**config.mk**
```make
export PLATFORM = sky130hd
export DESIGN_NAME = inst_fetch_unit
export DESIGN_NICKNAME = d
export VERILOG_FILES = /design/src/rtl/rv_fetch_pkg.sv /design/src/rtl/fetch_out_reg.sv /design/src/rtl/inst_fetch_unit.sv
export SDC_FILE = /design/constraint.sdc
export NUM_CORES = 1
export LEC_CHECK = 0
export ABC_AREA = 1
export CORE_MARGIN = 1.5
export CORE_UTILIZATION = 52
export CTS_BUF_LIST = sky130_fd_sc_hd__clkbuf_16
export CTS_CLUSTER_SIZE = 10
export DETAILED_ROUTE_END_ITERATION = 6
export PLACE_DENSITY = 0.86
export SYNTH_ARGS = -nofsm -noshare
export SYNTH_HDL_FRONTEND = slang
export SYNTH_SLANG_ARGS = --single-unit
```
**constraint.sdc**
```tcl
create_clock -name clk -period 3.05 [get_ports clk]
set_clock_uncertainty 0.05 [all_clocks]
set_input_delay 0.4575 -clock clk [delete_from_list [all_inputs] [get_ports clk]]
set_output_delay 0.4575 -clock clk [all_outputs]
set_load 0.01 [all_outputs]
```
**src/rtl/rv_fetch_pkg.sv**
```systemverilog
// ----------------------------------------------------------------------------
// rv_fetch_pkg : shared types, constants and helpers for the fetch unit
// Rev 1.0
// ----------------------------------------------------------------------------
`default_nettype none

package rv_fetch_pkg;

   typedef enum logic [1:0] {
      BOOT  = 2'd0,
      RUN   = 2'd1,
      FAULT = 2'd2
   } fetch_state_e;

   localparam int unsigned INSTR_BYTES = 4;
   localparam logic [31:0] NOP_INSTR   = 32'h0000_0013;

   // Evaluated at 64 bits so the bound never wraps for any legal ADDR_WIDTH.
   function automatic logic addr_in_range(input logic [63:0] addr,
                                          input int unsigned mem_size);
      return addr < (64'(mem_size) * 64'(INSTR_BYTES));
   endfunction

endpackage

`default_nettype wire

```
**src/rtl/fetch_out_reg.sv**
```systemverilog
// ----------------------------------------------------------------------------
// fetch_out_reg : IF/ID valid/ready holding register with flush
// Rev 1.0
// ----------------------------------------------------------------------------
`default_nettype none

module fetch_out_reg
   import rv_fetch_pkg::*;
#(
   parameter int unsigned DATA_WIDTH = 32,
   parameter int unsigned ADDR_WIDTH = 32
) (
   input  logic                  clk,
   input  logic                  rst_n,
   input  logic                  load_i,
   input  logic                  flush_i,
   input  logic [DATA_WIDTH-1:0] instr_i,
   input  logic [ADDR_WIDTH-1:0] pc_i,
   input  logic                  ready_i,
   output logic                  valid_o,
   output logic [DATA_WIDTH-1:0] instr_o,
   output logic [ADDR_WIDTH-1:0] pc_o
);

   logic                  valid_q, valid_d;
   logic [DATA_WIDTH-1:0] instr_q, instr_d;
   logic [ADDR_WIDTH-1:0] pc_q,    pc_d;

   // Payload only moves on load, so a stalled or flushed entry stays put.
   always_comb begin
      valid_d = valid_q;
      instr_d = instr_q;
      pc_d    = pc_q;
      if (flush_i) begin
         valid_d = 1'b0;
      end else if (load_i) begin
         valid_d = 1'b1;
         instr_d = instr_i;
         pc_d    = pc_i;
      end else if (valid_q && ready_i) begin
         valid_d = 1'b0;
      end
   end

   always_ff @(posedge clk or negedge rst_n) begin
      if (!rst_n) begin
         valid_q <= 1'b0;
         instr_q <= DATA_WIDTH'(NOP_INSTR);
         pc_q    <= '0;
      end else begin
         valid_q <= valid_d;
         instr_q <= instr_d;
         pc_q    <= pc_d;
      end
   end

   assign valid_o = valid_q;
   assign instr_o = instr_q;
   assign pc_o    = pc_q;

endmodule

`default_nettype wire

```
**src/rtl/inst_fetch_unit.sv**
```systemverilog
// ----------------------------------------------------------------------------
// inst_fetch_unit : PC/FSM, imem request and fault tracking around the IF/ID reg
// Rev 1.0
// ----------------------------------------------------------------------------
`default_nettype none

module inst_fetch_unit
   import rv_fetch_pkg::*;
#(
   parameter int unsigned           DATA_WIDTH = 32,
   parameter int unsigned           ADDR_WIDTH = 32,
   parameter int unsigned           MEM_SIZE   = 512,
   parameter logic [ADDR_WIDTH-1:0] RESET_PC   = '0
) (
   input  logic                  clk,
   input  logic                  rst_n,
   output logic [ADDR_WIDTH-1:0] imem_addr,
   input  logic [DATA_WIDTH-1:0] imem_instr,
   input  logic                  redirect_valid,
   input  logic [ADDR_WIDTH-1:0] redirect_pc,
   output logic                  out_valid,
   input  logic                  out_ready,
   output logic [DATA_WIDTH-1:0] out_instr,
   output logic [ADDR_WIDTH-1:0] out_pc,
   output logic [31:0]           fetch_count,
   output logic                  fault,
   output logic [ADDR_WIDTH-1:0] fault_pc
);

   fetch_state_e          state_q, state_d;
   logic [ADDR_WIDTH-1:0] pc_q, pc_d;
   logic [31:0]           count_q, count_d;
   logic                  fault_q, fault_d;
   logic [ADDR_WIDTH-1:0] fault_pc_q, fault_pc_d;
   logic                  capture;
   logic                  flush;

   always_comb begin
      state_d    = state_q;
      pc_d       = pc_q;
      count_d    = count_q;
      fault_d    = fault_q;
      fault_pc_d = fault_pc_q;
      capture    = 1'b0;
      flush      = 1'b0;
      case (state_q)
         BOOT: state_d = RUN;
         RUN: begin
            // Redirect outranks capture; the range check precedes pc+4 so a wrap is never fetched.
            if (redirect_valid) begin
               flush = 1'b1;
               if ((redirect_pc[1:0] == 2'b00) &&
                   addr_in_range(64'(redirect_pc), MEM_SIZE)) begin
                  pc_d = redirect_pc;
               end else begin
                  state_d    = FAULT;
                  fault_d    = 1'b1;
                  fault_pc_d = redirect_pc;
               end
            end else if (!addr_in_range(64'(pc_q), MEM_SIZE)) begin
               state_d    = FAULT;
               fault_d    = 1'b1;
               fault_pc_d = pc_q;
            end else if (!out_valid || out_ready) begin
               capture = 1'b1;
               pc_d    = pc_q + ADDR_WIDTH'(INSTR_BYTES);
               count_d = count_q + 32'd1;
            end
         end
         FAULT:   flush = 1'b1;
         default: state_d = FAULT;
      endcase
   end

   always_ff @(posedge clk or negedge rst_n) begin
      if (!rst_n) begin
         state_q    <= BOOT;
         pc_q       <= RESET_PC;
         count_q    <= '0;
         fault_q    <= 1'b0;
         fault_pc_q <= '0;
      end else begin
         state_q    <= state_d;
         pc_q       <= pc_d;
         count_q    <= count_d;
         fault_q    <= fault_d;
         fault_pc_q <= fault_pc_d;
      end
   end

   fetch_out_reg #(
      .DATA_WIDTH (DATA_WIDTH),
      .ADDR_WIDTH (ADDR_WIDTH)
   ) u_out_reg (
      .clk     (clk),
      .rst_n   (rst_n),
      .load_i  (capture),
      .flush_i (flush),
      .instr_i (imem_instr),
      .pc_i    (pc_q),
      .ready_i (out_ready),
      .valid_o (out_valid),
      .instr_o (out_instr),
      .pc_o    (out_pc)
   );

   assign imem_addr   = pc_q;
   assign fetch_count = count_q;
   assign fault       = fault_q;
   assign fault_pc    = fault_pc_q;

endmodule

`default_nettype wire
```
Yosys cells after proc, flatten, opt, wreduce, memory -nomap -nowiden
Index checks and enable logic that the tools add are counted.
{"block": "totals", "register_bits": 164, "latchBits": 0, "mem_bits_rw": 0, "mem_bits_ro": 0, "output_inout_bits": 162, "elab_cells": 59, "memories": 0}
{"block": "classes", "addsub": 2, "mul": 0, "div": 0, "n_lt_le_gt_ge": 2, "eq_ne": 7, "n_shift": 0, "muxes": 23, "bitwise_logic": 3, "reduce_logical": 14}
{"cell": "two-way mux 32 bit", "n": 7}
{"cell": "less-than comparator 32 x 12 -> 1 bit, second input constant", "n": 2}
{"cell": "adder 32 x 1 -> 32 bit, second input constant", "n": 1}
{"cell": "adder 32 x 3 -> 32 bit, second input constant", "n": 1}
{"cell": "two-way mux 1 bit", "n": 11}
{"cell": "AND reduction 4 bit", "n": 2}
{"cell": "two-way mux 2 bit", "n": 3}
{"cell": "!= test 3 bit, second input constant", "n": 2}
{"cell": "one-hot mux 2 bit (3 select lines)", "n": 1}
{"cell": "AND reduction 3 bit", "n": 2}
{"cell": "logical NOT 2 bit", "n": 2}
{"cell": "!= test 2 bit, second input constant", "n": 2}
{"cell": "nonzero test 2 bit", "n": 2}
{"cell": "inverter 1 bit", "n": 3}
{"cell": "nonzero test 3 bit", "n": 1}
{"cell": "== test 2 x 1 -> 1 bit, second input constant", "n": 1}
{"cell": "== test 2 bit, second input constant", "n": 1}
{"cell": "logical AND 1 bit", "n": 2}
{"cell": "!= test 2 x 1 -> 1 bit, second input constant", "n": 1}
{"cell": "one-hot mux 1 bit (2 select lines)", "n": 1}
{"cell": "AND reduction 2 bit", "n": 1}
{"cell": "logical NOT 1 bit", "n": 1}
{"cell": "logical OR 1 bit", "n": 1}

Logic depth before layout (Yosys ltp)
{"block": "depth", "word_depth": 8, "ltp_mapped": 11, "mapped_depth_nobuf": 10}

Modules after synthesis
Synthesis repeated with hierarchy kept, for this count alone.
{"block": "hier_totals", "cells_unflattened": 1038, "hier_area_um2": 8125.3}
{"module": "inst_fetch_unit", "n_inst": 1, "cells_each": 755, "area_each_um2": 5534.1, "seq_area_each_um2": 2477.4}
{"module": "fetch_out_reg", "n_inst": 1, "cells_each": 283, "area_each_um2": 2591.2, "seq_area_each_um2": 1630.3}

Least setup slack after synthesis
Ideal clock, no wire load.
{"block": "synth_timing", "path_type": "register to register", "from": "register state_q[1]", "to": "register u_out_reg.instr_q[10], in the netlist u_out_reg.instr_o[10]", "setup_time_ps": 117, "arrival_ps": 1544, "setup_slack_ps": 1339, "stages_incl_launch_ff": 11, "path_buffers": 2, "period_less_slack_ps": 1711, "cell_sequence": "dfrtp_1 inv_1 ha_1 buf_2 inv_2 o21ai_1 nand2_1 nand4_4 buf_6 nand2_1 nand2_1"}
{"block": "synth_via", "elab_chain_cells": 4, "word_cells_on_any_way": 6, "cone_classes": "2 x eq/ne; 2 x mux; 1 x bitwise; 1 x reduce/logical"}
{"element": "start: declaration", "line": "inst_fetch_unit.sv:30", "text": "fetch_state_e state_q, state_d;"}
{"element": "start signal: assignment", "line": "inst_fetch_unit.sv:83", "text": "state_q <= state_d;"}
{"element": "== test 2 bit or == test 2 x 1 -> 1 bit (tied branches)", "line": "inst_fetch_unit.sv:46", "text": "case (state_q)"}
{"element": "one-hot mux 1 bit (2 select lines)", "line": "inst_fetch_unit.sv:46"}
{"element": "inverter 1 bit (no source line)"}
{"element": "AND reduction 2 bit (no source line) *"}
{"element": "end signal: assignment", "line": "fetch_out_reg.sv:48", "text": "instr_q <= DATA_WIDTH'(NOP_INSTR);"}
{"element": "end signal: assignment", "line": "fetch_out_reg.sv:52", "text": "instr_q <= instr_d;"}
{"element": "end: declaration", "line": "fetch_out_reg.sv:26", "text": "logic [DATA_WIDTH-1:0] instr_q, instr_d;"}
Mark *: on every way between the ends. The rest lies on a longest branch, timed or not.
A chain may end at the register's enable or synchronous reset.

Worst setup path in the final report
{"block": "layout_timing", "from": "register state_q[1]", "to": "register u_out_reg.pc_q[29], in the netlist u_out_reg.pc_o[29]"}
{"block": "layout_via", "elab_chain_cells": 4, "word_cells_on_any_way": 6, "cone_classes": "2 x eq/ne; 2 x mux; 1 x bitwise; 1 x reduce/logical"}
{"element": "== test 2 bit or == test 2 x 1 -> 1 bit (tied branches)", "line": "inst_fetch_unit.sv:46"}
{"element": "one-hot mux 1 bit (2 select lines)", "line": "inst_fetch_unit.sv:46"}
{"element": "inverter 1 bit (no source line)"}
{"element": "AND reduction 2 bit (no source line) *"}
{"element": "end signal: assignment", "line": "fetch_out_reg.sv:53", "text": "pc_q <= pc_d;"}
{"element": "end: declaration", "line": "fetch_out_reg.sv:27", "text": "logic [ADDR_WIDTH-1:0] pc_q, pc_d;"}
Marked as above.

==> reports/results.ini <==
[grt]
first_global_vias = 7105
gr-total-overflow = 0
grt_antenna_before_repair = 0
grt_pass1_wl_mm = 35.2
grt_usage_pct = 27.6
grt_max_degree = 78

[timing]
relSlewSlack_pct = 51.2
rsz0062_at_grt = no
finalWorstPathRequiredPeriod_ns = 2.22
hold_violations = 0
tns_ns = 0
setup_viol = 0
whs_ns = 0.0217
slew_violations = 0
fin_crit_sh_pct = 72.9
fmax_mhz = 450
finalWorstSetupSlack_ns = 0.826
tightest_slew_ns = 0.732

[yosys]
ys.flop_type = dfrtp_1
synthCells = 1022
synth_edf_count = 0
async_reset_ff_share_pct = 100
synth-seq-area-share_pct = 51.9
netlist_area_sq_um = 7920
synth_nets = 1095
yosysWarningCount = 0
synth_cell_types = 32
ys_seq_elements = 164
syn_area_per_cell_sq_um = 7.75

[worst_setup_path]
cp_num_cells = 9
worstReg2RegStart = state_q[1]$_DFFE_PN0P_
worstPathCellList = inv_1 -> ha_1 -> inv_2 -> o21ai_1 -> nand2_1 -> nand4_4 -> buf_4 -> nand2_1 -> inv_1
reg2reg_to = u_out_reg.pc_o[29]$_DFFE_PN0P_
critPathTopFamily = buffers and inverters
cp-start-kind = flop
crit_required_ns = 3.35
cp-end-kind = flop
reg2reg_depth = 9
path_buf_inv = 4
critical_path_class = reg2reg
worst-r2r-setup-slack_ns = 0.83
crit_fanout = 64
crit_path_max_incr_delay_ns = 0.51
cp_slowest_cell = buf_4
arrival_ns = 2.53

[place]
dp_cells = 1401
portBuffers = 229
dpl.hpwl_mm = 15.0
routabilityCongestion = 0.901
pre_cts_ws_ns = 0.550

[hold_path]
min_path_type = in2async

[route]
drtPass1Iterations = 6
wirelength_mm = 21.6
via_per_inst = 5.21
antenna_left = 0
drtIter0Drc = 474
drc = 0
wl_per_cell_um = 15.1
vias = 7456

[job]
cap_violations = 0

[cts]
cts_resized = 0
numCtsBuffers = 17
clock_sinks = 164
clkLatencyLatePin_ns = 0.42
hold_buffers = 0
cts_setup_buffers = 0
ctsRootBufferMaster = clkbuf_16
clk_pin_slew_ns = 0.06
htree_levels = 4
cts_tree = built
cts_max_path_buffers = 2

[floorplanning]
die_area_sq_um = 16000
ios = 230
die_height_um = 126
die_x_um = 126
start_util_pct = 53.9
fp.coreArea_sq_um = 14700
rows = 44

[status]
status = completed

[pwr]
p_leak_nw = 5.34
power_density_nw_per_um2 = 548
vdd_drop_max_mv = 0.458

[cells_and_area]
areaGrowthSynthToFinish_pct = 37.0
final_cell_mix = 466 x nand2_1, 227 x clkdlybuf4s50_1, 161 x dfrtp_1, 105 x nor2_1, 70 x inv_1
n_antenna_cell = 0
stdcell_count = 1432
drive_gt1_share_pct = 5.05
final_common_cell = nand2_1
nets = 1309

[worst max-delay path by stage]
stage / start / end / slack, ns
2_1_floorplan: state_q[1]$_DFFE_PN0P_ / u_out_reg.instr_o[10]$_DFFE_PN0P_ / 1.34
3_3_place_gp: redirect_valid / fault$_DFFE_PN0P_ / 0.59
3_5_place_dp: redirect_valid / fault$_DFFE_PN0P_ / 0.55
4_1_cts: state_q[1]$_DFFE_PN0P_ / u_out_reg.pc_o[1]$_DFFE_PN0P_ / 0.84
5_1_grt: state_q[1]$_DFFE_PN0P_ / u_out_reg.pc_o[29]$_DFFE_PN0P_ / 0.68
6_report: state_q[1]$_DFFE_PN0P_ / u_out_reg.pc_o[29]$_DFFE_PN0P_ / 0.83
[registers in the layout, indices dropped and copies added (netlist names)]
signal / count
state_q: 2
fetch_count: 32
u_out_reg.pc_o: 32
u_out_reg.instr_o: 32
imem_addr: 32
u_out_reg.valid_o: 1
fault: 1
fault_pc: 32
[cells in the mapped netlist (2+ instances only)]
library cell	number	area, sq um
nor3_1	4	20.0
dfstp_2	3	78.8
nand3b_1	14	105
nand3_1	11	55.1
o21ai_1	13	65.1
nor2_4	3	33.8
dfrtp_1	161	4030
a21boi_0	3	22.5
buf_4	3	22.5
nand2_1	466	1750
clkbuf_1	14	52.6
inv_1	68	255
nor2_2	6	37.5
buf_6	10	113
a21oi_1	4	20.0
ha_1	5	62.6
xnor2_1	5	43.8
xor2_1	12	105
nand2_2	2	12.5
buf_2	16	80.1
nor2_1	105	394
buf_1	2	7.51
nand4_1	47	294
inv_2	5	18.8
o21ai_0	33	165
[cells by family after synthesis]
family / Yosys count / synth area share (%)
buffers and inverters: 118 / 6.94
AO/OA/AOI/OAI: 56 / 3.71
adder cells (fa/ha/maj): 5 / 0.790
flip-flops: 164 / 51.9
AND/OR/NAND/NOR: 662 / 34.8
XOR/XNOR: 17 / 1.88
[stage by stage]
stage          area (sq um)  utilization [%]  power, mW
2_1_floorplan          7920                -       3.15
3_3_place_gp          10300             69.8       3.81
3_5_place_dp          10300             69.8       3.84
4_1_cts               10800             73.8       5.98
5_1_grt               10800             73.8       6.23
6_report              10800             73.8       5.95
[metal layers]
metal	track usage [%]	wire length, um	up-vias
li1	-	-	3604
met1	35.9	9130	3513
met2	45.5	10300	283
met3	6.62	1500	56
met4	9.53	606	0
met5	0	0	-
[layout make-up]
cell class / instances / area [sq um]
clock inverters: 14 / 163
flip-flops and latches: 164 / 4110
well taps: 184 / 230
multi-input cells: 740 / 3260
clock buffers: 17 / 425
repair buffers: 240 / 2380
fillers: 1126 / 3850
inverters: 73 / 274
[power by group]
part	switching, mW	internal (mW)	leakage [nW]	total (mW)
combinational	0.706	0.582	2.96	1.29
clock	0.857	1.28	0.282	2.13
sequential	0.137	2.39	2.10	2.53
Power figures use the tool's default switching activity.
